`config.mk`:
```
export PLATFORM = sky130hd
export DESIGN_NAME = dec_frame_accumulator
export DESIGN_NICKNAME = d
export VERILOG_FILES = /design/src/rtl/dec_frame_accumulator.sv
export SDC_FILE = /design/constraint.sdc
export NUM_CORES = 1
export LEC_CHECK = 0
export CAP_MARGIN = 25
export CORE_ASPECT_RATIO = 1.5
export CORE_MARGIN = 4
export CORE_UTILIZATION = 50
export CTS_CLUSTER_SIZE = 14
export DETAILED_ROUTE_END_ITERATION = 8
export PLACE_DENSITY = 0.76
export SLEW_MARGIN = 20
export SYNTH_ARGS = -nofsm -noshare
export SYNTH_HDL_FRONTEND = slang
export SYNTH_SLANG_ARGS = --single-unit
```
`constraint.sdc`:
```
create_clock -name clk -period 3.6 [get_ports clk]
set_input_delay 0.72 -clock clk [delete_from_list [all_inputs] [get_ports clk]]
set_output_delay 0.72 -clock clk [all_outputs]
set_load 0.02 [all_outputs]
```
`src/rtl/dec_frame_accumulator.sv`:
```
// -----------------------------------------------------------------------------
// dec_frame_accumulator
//
// Decimating frame accumulator that sits behind the clock divider. The
// divider's dec_clk is treated as a level sampled on clk; each rising level
// transition closes the frame being summed and opens a new one. A frame is the
// saturating signed sum of all valid samples in one dec_clk period, plus a
// sample count (saturating at 127) and a sticky "accumulator clamped" flag.
// Finished frames go into a small show-ahead FIFO whose head drives the output
// port.
//
// Ports
//   clk         system clock (same clock as the divider)
//   rst         synchronous, active-high reset
//   dec_clk     decimation clock, sampled as data
//   din         signed input sample (DATA_W)
//   din_valid   din carries a sample this cycle
//   dout        signed frame sum of the FIFO head entry (ACC_W)
//   dout_count  number of samples in the head frame (saturates at 127)
//   dout_sat    head frame had its accumulator clamped
//   dout_valid  FIFO head entry is valid
//   dout_ready  consumer accepts the head entry
//   overflow    sticky: a finished frame was dropped because the FIFO was full
//   clear_ovf   clears overflow (a same-cycle drop wins)
//   dbg_state   current accumulator FSM state (0 = IDLE, 1 = RUN)
//
// Output handshake: a transfer happens in every cycle where dout_valid and
// dout_ready are both high at the rising clk edge. While dout_valid is high
// and dout_ready is low the head entry, and therefore dout/dout_count/dout_sat,
// does not change. dout_valid never depends combinationally on dout_ready.
// -----------------------------------------------------------------------------
module dec_frame_accumulator #(
    parameter int DATA_W     = 16,
    parameter int ACC_W      = 24,
    parameter int FIFO_DEPTH = 4
) (
    input  logic                     clk,
    input  logic                     rst,
    input  logic                     dec_clk,
    input  logic signed [DATA_W-1:0] din,
    input  logic                     din_valid,
    output logic signed [ACC_W-1:0]  dout,
    output logic [6:0]               dout_count,
    output logic                     dout_sat,
    output logic                     dout_valid,
    input  logic                     dout_ready,
    output logic                     overflow,
    input  logic                     clear_ovf,
    output logic                     dbg_state
);

    localparam int PTR_W   = $clog2(FIFO_DEPTH);
    localparam int FRAME_W = ACC_W + 8;  // {sum, count[6:0], sat}

    localparam logic [ACC_W:0] SUM_MAX = {2'b00, {(ACC_W-1){1'b1}}};
    localparam logic [ACC_W:0] SUM_MIN = {2'b11, {(ACC_W-1){1'b0}}};
    localparam logic [6:0]     CNT_MAX = 7'd127;

    typedef enum logic {
        IDLE = 1'b0,
        RUN  = 1'b1
    } state_t;

    state_t state, state_next;

    // -------------------------------------------------------------------------
    // dec_clk rising-level detect
    // -------------------------------------------------------------------------
    logic dec_q;
    logic edge_det;

    always_ff @(posedge clk) begin
        if (rst) begin
            dec_q <= 1'b0;
        end else begin
            dec_q <= dec_clk;
        end
    end

    assign edge_det = dec_clk & ~dec_q;

    // -------------------------------------------------------------------------
    // Accumulator datapath
    // -------------------------------------------------------------------------
    logic signed [ACC_W-1:0] acc;
    logic [6:0]              cnt;
    logic                    sat_f;

    logic [ACC_W:0]          sum_wide;
    logic                    sum_ovf;
    logic [ACC_W-1:0]        sum_clamped;

    // Values after folding in this cycle's sample; on an edge cycle these are
    // the closing frame, since the edge-cycle sample belongs to it.
    logic [ACC_W-1:0]        acc_upd;
    logic [6:0]              cnt_upd;
    logic                    sat_upd;

    // One guard bit is enough: a DATA_W sample added to an ACC_W value with
    // ACC_W >= DATA_W can leave the ACC_W range by at most one bit.
    assign sum_wide = {acc[ACC_W-1], acc}
                    + {{(ACC_W+1-DATA_W){din[DATA_W-1]}}, din};
    assign sum_ovf  = sum_wide[ACC_W] ^ sum_wide[ACC_W-1];

    always_comb begin
        sum_clamped = sum_wide[ACC_W-1:0];
        if (sum_ovf) begin
            // The guard bit carries the true sign of the unclamped sum.
            sum_clamped = sum_wide[ACC_W] ? SUM_MIN[ACC_W-1:0] : SUM_MAX[ACC_W-1:0];
        end
    end

    always_comb begin
        acc_upd = acc;
        cnt_upd = cnt;
        sat_upd = sat_f;
        if (din_valid) begin
            acc_upd = sum_clamped;
            sat_upd = sat_f | sum_ovf;
            if (cnt != CNT_MAX) begin
                cnt_upd = cnt + 7'd1;
            end
        end
    end

    // -------------------------------------------------------------------------
    // FSM: IDLE waits for the first edge (the partial period before it is
    // discarded); RUN accumulates and emits one frame per edge.
    // -------------------------------------------------------------------------
    logic [ACC_W-1:0] acc_next;
    logic [6:0]       cnt_next;
    logic             sat_next;
    logic             frame_push;

    always_ff @(posedge clk) begin
        if (rst) begin
            state <= IDLE;
        end else begin
            state <= state_next;
        end
    end

    always_comb begin
        state_next = state;
        acc_next   = acc;
        cnt_next   = cnt;
        sat_next   = sat_f;
        frame_push = 1'b0;
        case (state)
            IDLE: begin
                if (edge_det) begin
                    state_next = RUN;
                    acc_next   = '0;
                    cnt_next   = '0;
                    sat_next   = 1'b0;
                end
            end
            RUN: begin
                if (edge_det) begin
                    frame_push = 1'b1;
                    acc_next   = '0;
                    cnt_next   = '0;
                    sat_next   = 1'b0;
                end else begin
                    acc_next   = acc_upd;
                    cnt_next   = cnt_upd;
                    sat_next   = sat_upd;
                end
            end
            default: begin
                state_next = IDLE;
            end
        endcase
    end

    always_ff @(posedge clk) begin
        if (rst) begin
            acc   <= '0;
            cnt   <= '0;
            sat_f <= 1'b0;
        end else begin
            acc   <= acc_next;
            cnt   <= cnt_next;
            sat_f <= sat_next;
        end
    end

    assign dbg_state = state;

    // -------------------------------------------------------------------------
    // Output FIFO (show-ahead)
    // -------------------------------------------------------------------------
    logic [FRAME_W-1:0] mem [FIFO_DEPTH];
    logic [PTR_W-1:0]   wr_ptr;
    logic [PTR_W-1:0]   rd_ptr;
    logic [PTR_W:0]     occ;
    logic               fifo_full;
    logic               fifo_empty;
    logic               pop;
    logic               push_ok;
    logic               push_drop;
    logic [FRAME_W-1:0] frame_data;
    logic [FRAME_W-1:0] head;

    assign frame_data = {acc_upd, cnt_upd, sat_upd};
    assign fifo_full  = (occ == (PTR_W+1)'(FIFO_DEPTH));
    assign fifo_empty = (occ == '0);
    assign pop        = dout_valid & dout_ready;
    // A pop in the same cycle frees the slot the push needs.
    assign push_ok    = frame_push & (~fifo_full | pop);
    assign push_drop  = frame_push & ~push_ok;

    always_ff @(posedge clk) begin
        if (push_ok) begin
            mem[wr_ptr] <= frame_data;
        end
    end

    always_ff @(posedge clk) begin
        if (rst) begin
            wr_ptr <= '0;
            rd_ptr <= '0;
            occ    <= '0;
        end else begin
            if (push_ok) begin
                wr_ptr <= wr_ptr + 1'b1;
            end
            if (pop) begin
                rd_ptr <= rd_ptr + 1'b1;
            end
            case ({push_ok, pop})
                2'b10:   occ <= occ + 1'b1;
                2'b01:   occ <= occ - 1'b1;
                default: occ <= occ;
            endcase
        end
    end

    always_ff @(posedge clk) begin
        if (rst) begin
            overflow <= 1'b0;
        end else if (push_drop) begin
            overflow <= 1'b1;
        end else if (clear_ovf) begin
            overflow <= 1'b0;
        end
    end

    // Head storage is not reset, so the fields are forced to zero while the
    // FIFO is empty to keep the outputs defined after reset.
    assign head       = mem[rd_ptr];
    assign dout_valid = ~fifo_empty;
    assign dout       = fifo_empty ? '0 : $signed(head[FRAME_W-1 -: ACC_W]);
    assign dout_count = fifo_empty ? '0 : head[7:1];
    assign dout_sat   = fifo_empty ? 1'b0 : head[0];

endmodule

```
==> impl_metrics.prom <==
# TYPE chip_impl_metric gauge
chip_impl_metric{name="cp_slowest_stage_delay",unit="ps"} 450
chip_impl_info{name="run_status",value="completed"} 1
chip_impl_metric{name="post_cts_buffers",unit=""} 0
chip_impl_info{name="timing.critical_path.cells",value="clkdlybuf4s50_1 > ha_1 > fa_1 > a211oi_2 > o211ai_1 > a31oi_2 > a21oi_4 > a21boi_0 > o2bb2ai_2 > buf_12 > o211ai_1 > o21ai_0"} 1
chip_impl_metric{name="gp_congestion",unit=""} 0.9129
chip_impl_metric{name="tightest_slew",unit="ps"} 571.7
chip_impl_metric{name="aggregate_negative_setup_slack",unit="ps"} 0
chip_impl_metric{name="syn_inst",unit=""} 660
chip_impl_metric{name="initial_drc_count",unit=""} 328
chip_impl_info{name="crit_top_cell",value="o211ai_1"} 1
chip_impl_metric{name="first_global_vias",unit=""} 5857
chip_impl_metric{name="die_width",unit="um"} 113.2
chip_impl_metric{name="cts_sinks",unit=""} 172
chip_impl_metric{name="cts_hold_buffers",unit=""} 0
chip_impl_info{name="synth_area_leader_cell",value="edfxtp_1"} 1
chip_impl_info{name="synth-main-ff-cell",value="edfxtp_1"} 1
chip_impl_info{name="worst-setup-path-type",value="input pin to flop"} 1
chip_impl_metric{name="synth_edf_count",unit=""} 128
chip_impl_metric{name="power",unit="mW"} 4.433
chip_impl_metric{name="synth-seq-area-share",unit="%"} 56.88
chip_impl_metric{name="worst_slack",unit="ps"} 204.7
chip_impl_metric{name="detailedPlacementHpwl",unit="mm"} 12.17
chip_impl_metric{name="fp-row-count",unit=""} 57
chip_impl_info{name="cp-end-kind",value="flop"} 1
chip_impl_metric{name="globalRoute.totalOverflow",unit=""} 0
chip_impl_metric{name="post_synth_instance_area",unit="um^2"} 8305
chip_impl_metric{name="finalCriticalPeriod",unit="ps"} 3395
chip_impl_metric{name="grt_resource_usage_total",unit="%"} 19.73
chip_impl_info{name="layout.cells.most_common_list",value="128 x edfxtp_1, 56 x clkdlybuf4s50_1, 55 x buf_4"} 1
chip_impl_metric{name="max-cap-violations",unit=""} 0
chip_impl_metric{name="power.density",unit="nW/um^2"} 440.7
chip_impl_metric{name="nNetsFinal",unit=""} 818
chip_impl_metric{name="placed_area",unit="um^2"} 9454
chip_impl_metric{name="fin_skew",unit="ps"} 14.55
chip_impl_metric{name="grt_start_max_net_pins",unit=""} 33
chip_impl_metric{name="cts-resized-gates",unit=""} 0
chip_impl_metric{name="finalSetupViolCount",unit=""} 0
chip_impl_metric{name="antenna-diode-count",unit=""} 0
chip_impl_metric{name="synth_top_cell_area_share",unit="%"} 46.28
chip_impl_metric{name="drc_errors",unit=""} 0
chip_impl_metric{name="fmax",unit="MHz"} 294.5
chip_impl_metric{name="layout-area-overhead-vs-synth",unit="%"} 21.12
chip_impl_metric{name="core_area",unit="um^2"} 16260
chip_impl_metric{name="h-tree-depth",unit=""} 4
chip_impl_metric{name="synth_fp_nets",unit=""} 713
chip_impl_metric{name="design_area",unit="um^2"} 10060
chip_impl_info{name="hold_class",value="flop to flop"} 1
chip_impl_metric{name="drt_pass1_iterations",unit=""} 5
chip_impl_info{name="layout.cells.most_common",value="edfxtp_1"} 1
chip_impl_metric{name="static-leakage-power",unit="nW"} 3.629
chip_impl_metric{name="path_max_fanout",unit=""} 26
chip_impl_info{name="cts.root.buffer_cell",value="clkbuf_16"} 1
chip_impl_info{name="unrepaired_setup_endpoints_after_global_routing",value="false"} 1
chip_impl_metric{name="grt_first_pass_wirelength",unit="mm"} 29.35
chip_impl_metric{name="post_drt_wl_per_cell",unit="um"} 18.33
chip_impl_metric{name="die_height",unit="um"} 165.9
chip_impl_metric{name="cts_inserted_buffers",unit=""} 17
chip_impl_metric{name="dp_worst_setup_slack",unit="ps"} -318.5
chip_impl_metric{name="synthArstFlopShare",unit="%"} 0
chip_impl_metric{name="n_fill_cell",unit=""} 1234
chip_impl_metric{name="cp.arrival",unit="ps"} 3510
chip_impl_metric{name="detail_route.wirelength",unit="mm"} 18.04
chip_impl_metric{name="die-area",unit="um^2"} 18780
chip_impl_metric{name="portBuffers",unit=""} 56
chip_impl_metric{name="route.antenna.remaining_nets",unit=""} 0
chip_impl_metric{name="ir_worst_vdd",unit="mV"} 0.3223
chip_impl_metric{name="timing_hold_violations_final",unit=""} 0
chip_impl_metric{name="vias_per_cell",unit=""} 5.764
chip_impl_info{name="ys_top_cells_by_area",value="edfxtp_1 46%, dfxtp_1 11%, mux4_2 8.7%"} 1
chip_impl_info{name="worstSetupStartpointType",value="input pin"} 1
chip_impl_metric{name="starting_density",unit="%"} 51.08
chip_impl_metric{name="antenna_found_initial",unit=""} 0
chip_impl_metric{name="timing.critical_path.buf_inv",unit=""} 2
chip_impl_metric{name="max-slew-margin-rel",unit="%"} 61.89
chip_impl_info{name="critPathTopFamily",value="compound AO/OA/AOI/OAI gates"} 1
chip_impl_metric{name="ctsLongestPathBuffers",unit=""} 2
chip_impl_metric{name="vias",unit=""} 5672
chip_impl_metric{name="top_level_ports",unit=""} 57
chip_impl_metric{name="worst_skew_late_latency",unit="ps"} 420
chip_impl_metric{name="fraction_of_layout_instances_using_a_drive_strength_above_1",unit="%"} 18.64
chip_impl_metric{name="finalCritPeriodShare",unit="%"} 94.31
chip_impl_info{name="critical-path-slowest-cell",value="fa_1"} 1
chip_impl_metric{name="postSynthRegisterBits",unit=""} 172
chip_impl_metric{name="synth_cell_type_count",unit=""} 60
chip_impl_metric{name="critical_path_required",unit="ps"} 3720
chip_impl_metric{name="yosys_warnings",unit=""} 0
chip_impl_info{name="cts_tree",value="done"} 1
chip_impl_metric{name="synth_area_per_cell",unit="um^2"} 12.58
chip_impl_metric{name="cts.reportedPaths.clkPinSlew",unit="ps"} 70
chip_impl_metric{name="maxSlewViolCount",unit=""} 0
routing by layer:
layer / global-route usage (%) / routed length, um / vias to the layer above / part of all wire (%)
met1: 23.66 / 7148 / 2792 / 40
met3: 2.917 / 638 / 38 / 3.5
li1: - / - / 2694 / -
met5: 0 / 0 / - / 0
met4: 7.061 / 421 / 0 / 2.3
met2: 35.66 / 9832 / 148 / 55
flip-flops by register name (all words and copies together), names as in the netlist, named ones only:
signal	cells
acc	24
mem	128
sat_f	1
occ	3
rd_ptr	2
cnt	7
overflow	1
dbg_state	1
dec_q	1
wr_ptr	2
synthesized netlist by cell type (all sizes together), types with 2 or more instances:
cell type,count
clkbuf,18
a21boi,3
o31ai,2
mux2i,4
mux4,32
or3,5
buf,10
a21oi,38
a31oi,5
fa,2
o21ai,39
nor3,4
xnor2,16
o22ai,20
a311oi,2
xor2,14
nor2b,5
nand2,50
edfxtp,128
nor2,52
o211ai,10
a31o,2
o211a,3
a41oi,2
o21a,2
nand4,4
nand3,12
a21o,12
a211o,3
inv,31
dfxtp,44
nor4,2
ha,29
and2,39
per-stage QoR:
step                std cells  utilization (%)  hold slack [ps]
floorplan                 660                -            431.3
global placement          952            58.14            442.7
detailed placement        952            58.14            453.7
CTS                       984            61.80            475.3
global route              984            61.87            493.1
finish                    984            61.87            471.4
where the power goes:
group | internal [mW] | switching [mW]
clock | 0.965 | 0.832
sequential | 2.17 | 0.0175
combinational | 0.201 | 0.247
total | 3.34 | 1.10
cell families after synthesis:
kind of cell               share of synthesized area, %
AOI/OAI and AO/OA                                 11.81
xor gates and xnor gates                          3.164
adders and majority gates                         4.851
buffers and inverters                             3.374
DFF                                               56.88
muxes                                             9.446
and+or+nand+nor                                   10.47
final timing paths:
| kind | startpoint | to | slack, ps | cells past startpoint |
|---|---|---|---|---|
| worst min register to register | acc[12] | acc[12] | 470 | 2 |
| worst max-delay path | din[0] | mem[3][9] | 200 | 12 |
| worst max register to register | acc[0] | mem[3][9] | 670 | 11 |
| worst min-delay path | acc[12] | acc[12] | 470 | 2 |
final cells by class:
type | count | area (um^2) | area share (%)
Clock inverter | 14 | 143.9 | 1.430
Clock buffer | 18 | 450.4 | 4.478
Sequential cell | 172 | 4726 | 46.98
Multi-Input combinational cell | 428 | 3312 | 32.92
Inverter | 31 | 116.4 | 1.157
Timing Repair Buffer | 115 | 1054 | 10.47
Tap cell | 206 | 257.7 | 2.562
worst register-to-register path: cells and delay by family, from the launching register on:
family | cells | cell delay, ps
AOI/OAI and AO/OA | 8 | 1470
adders and majority gates | 2 | 660
DFF | 1 | 320
buffers and inverters | 1 | 180
No activity file was read; power rests on OpenSTA's default activity.
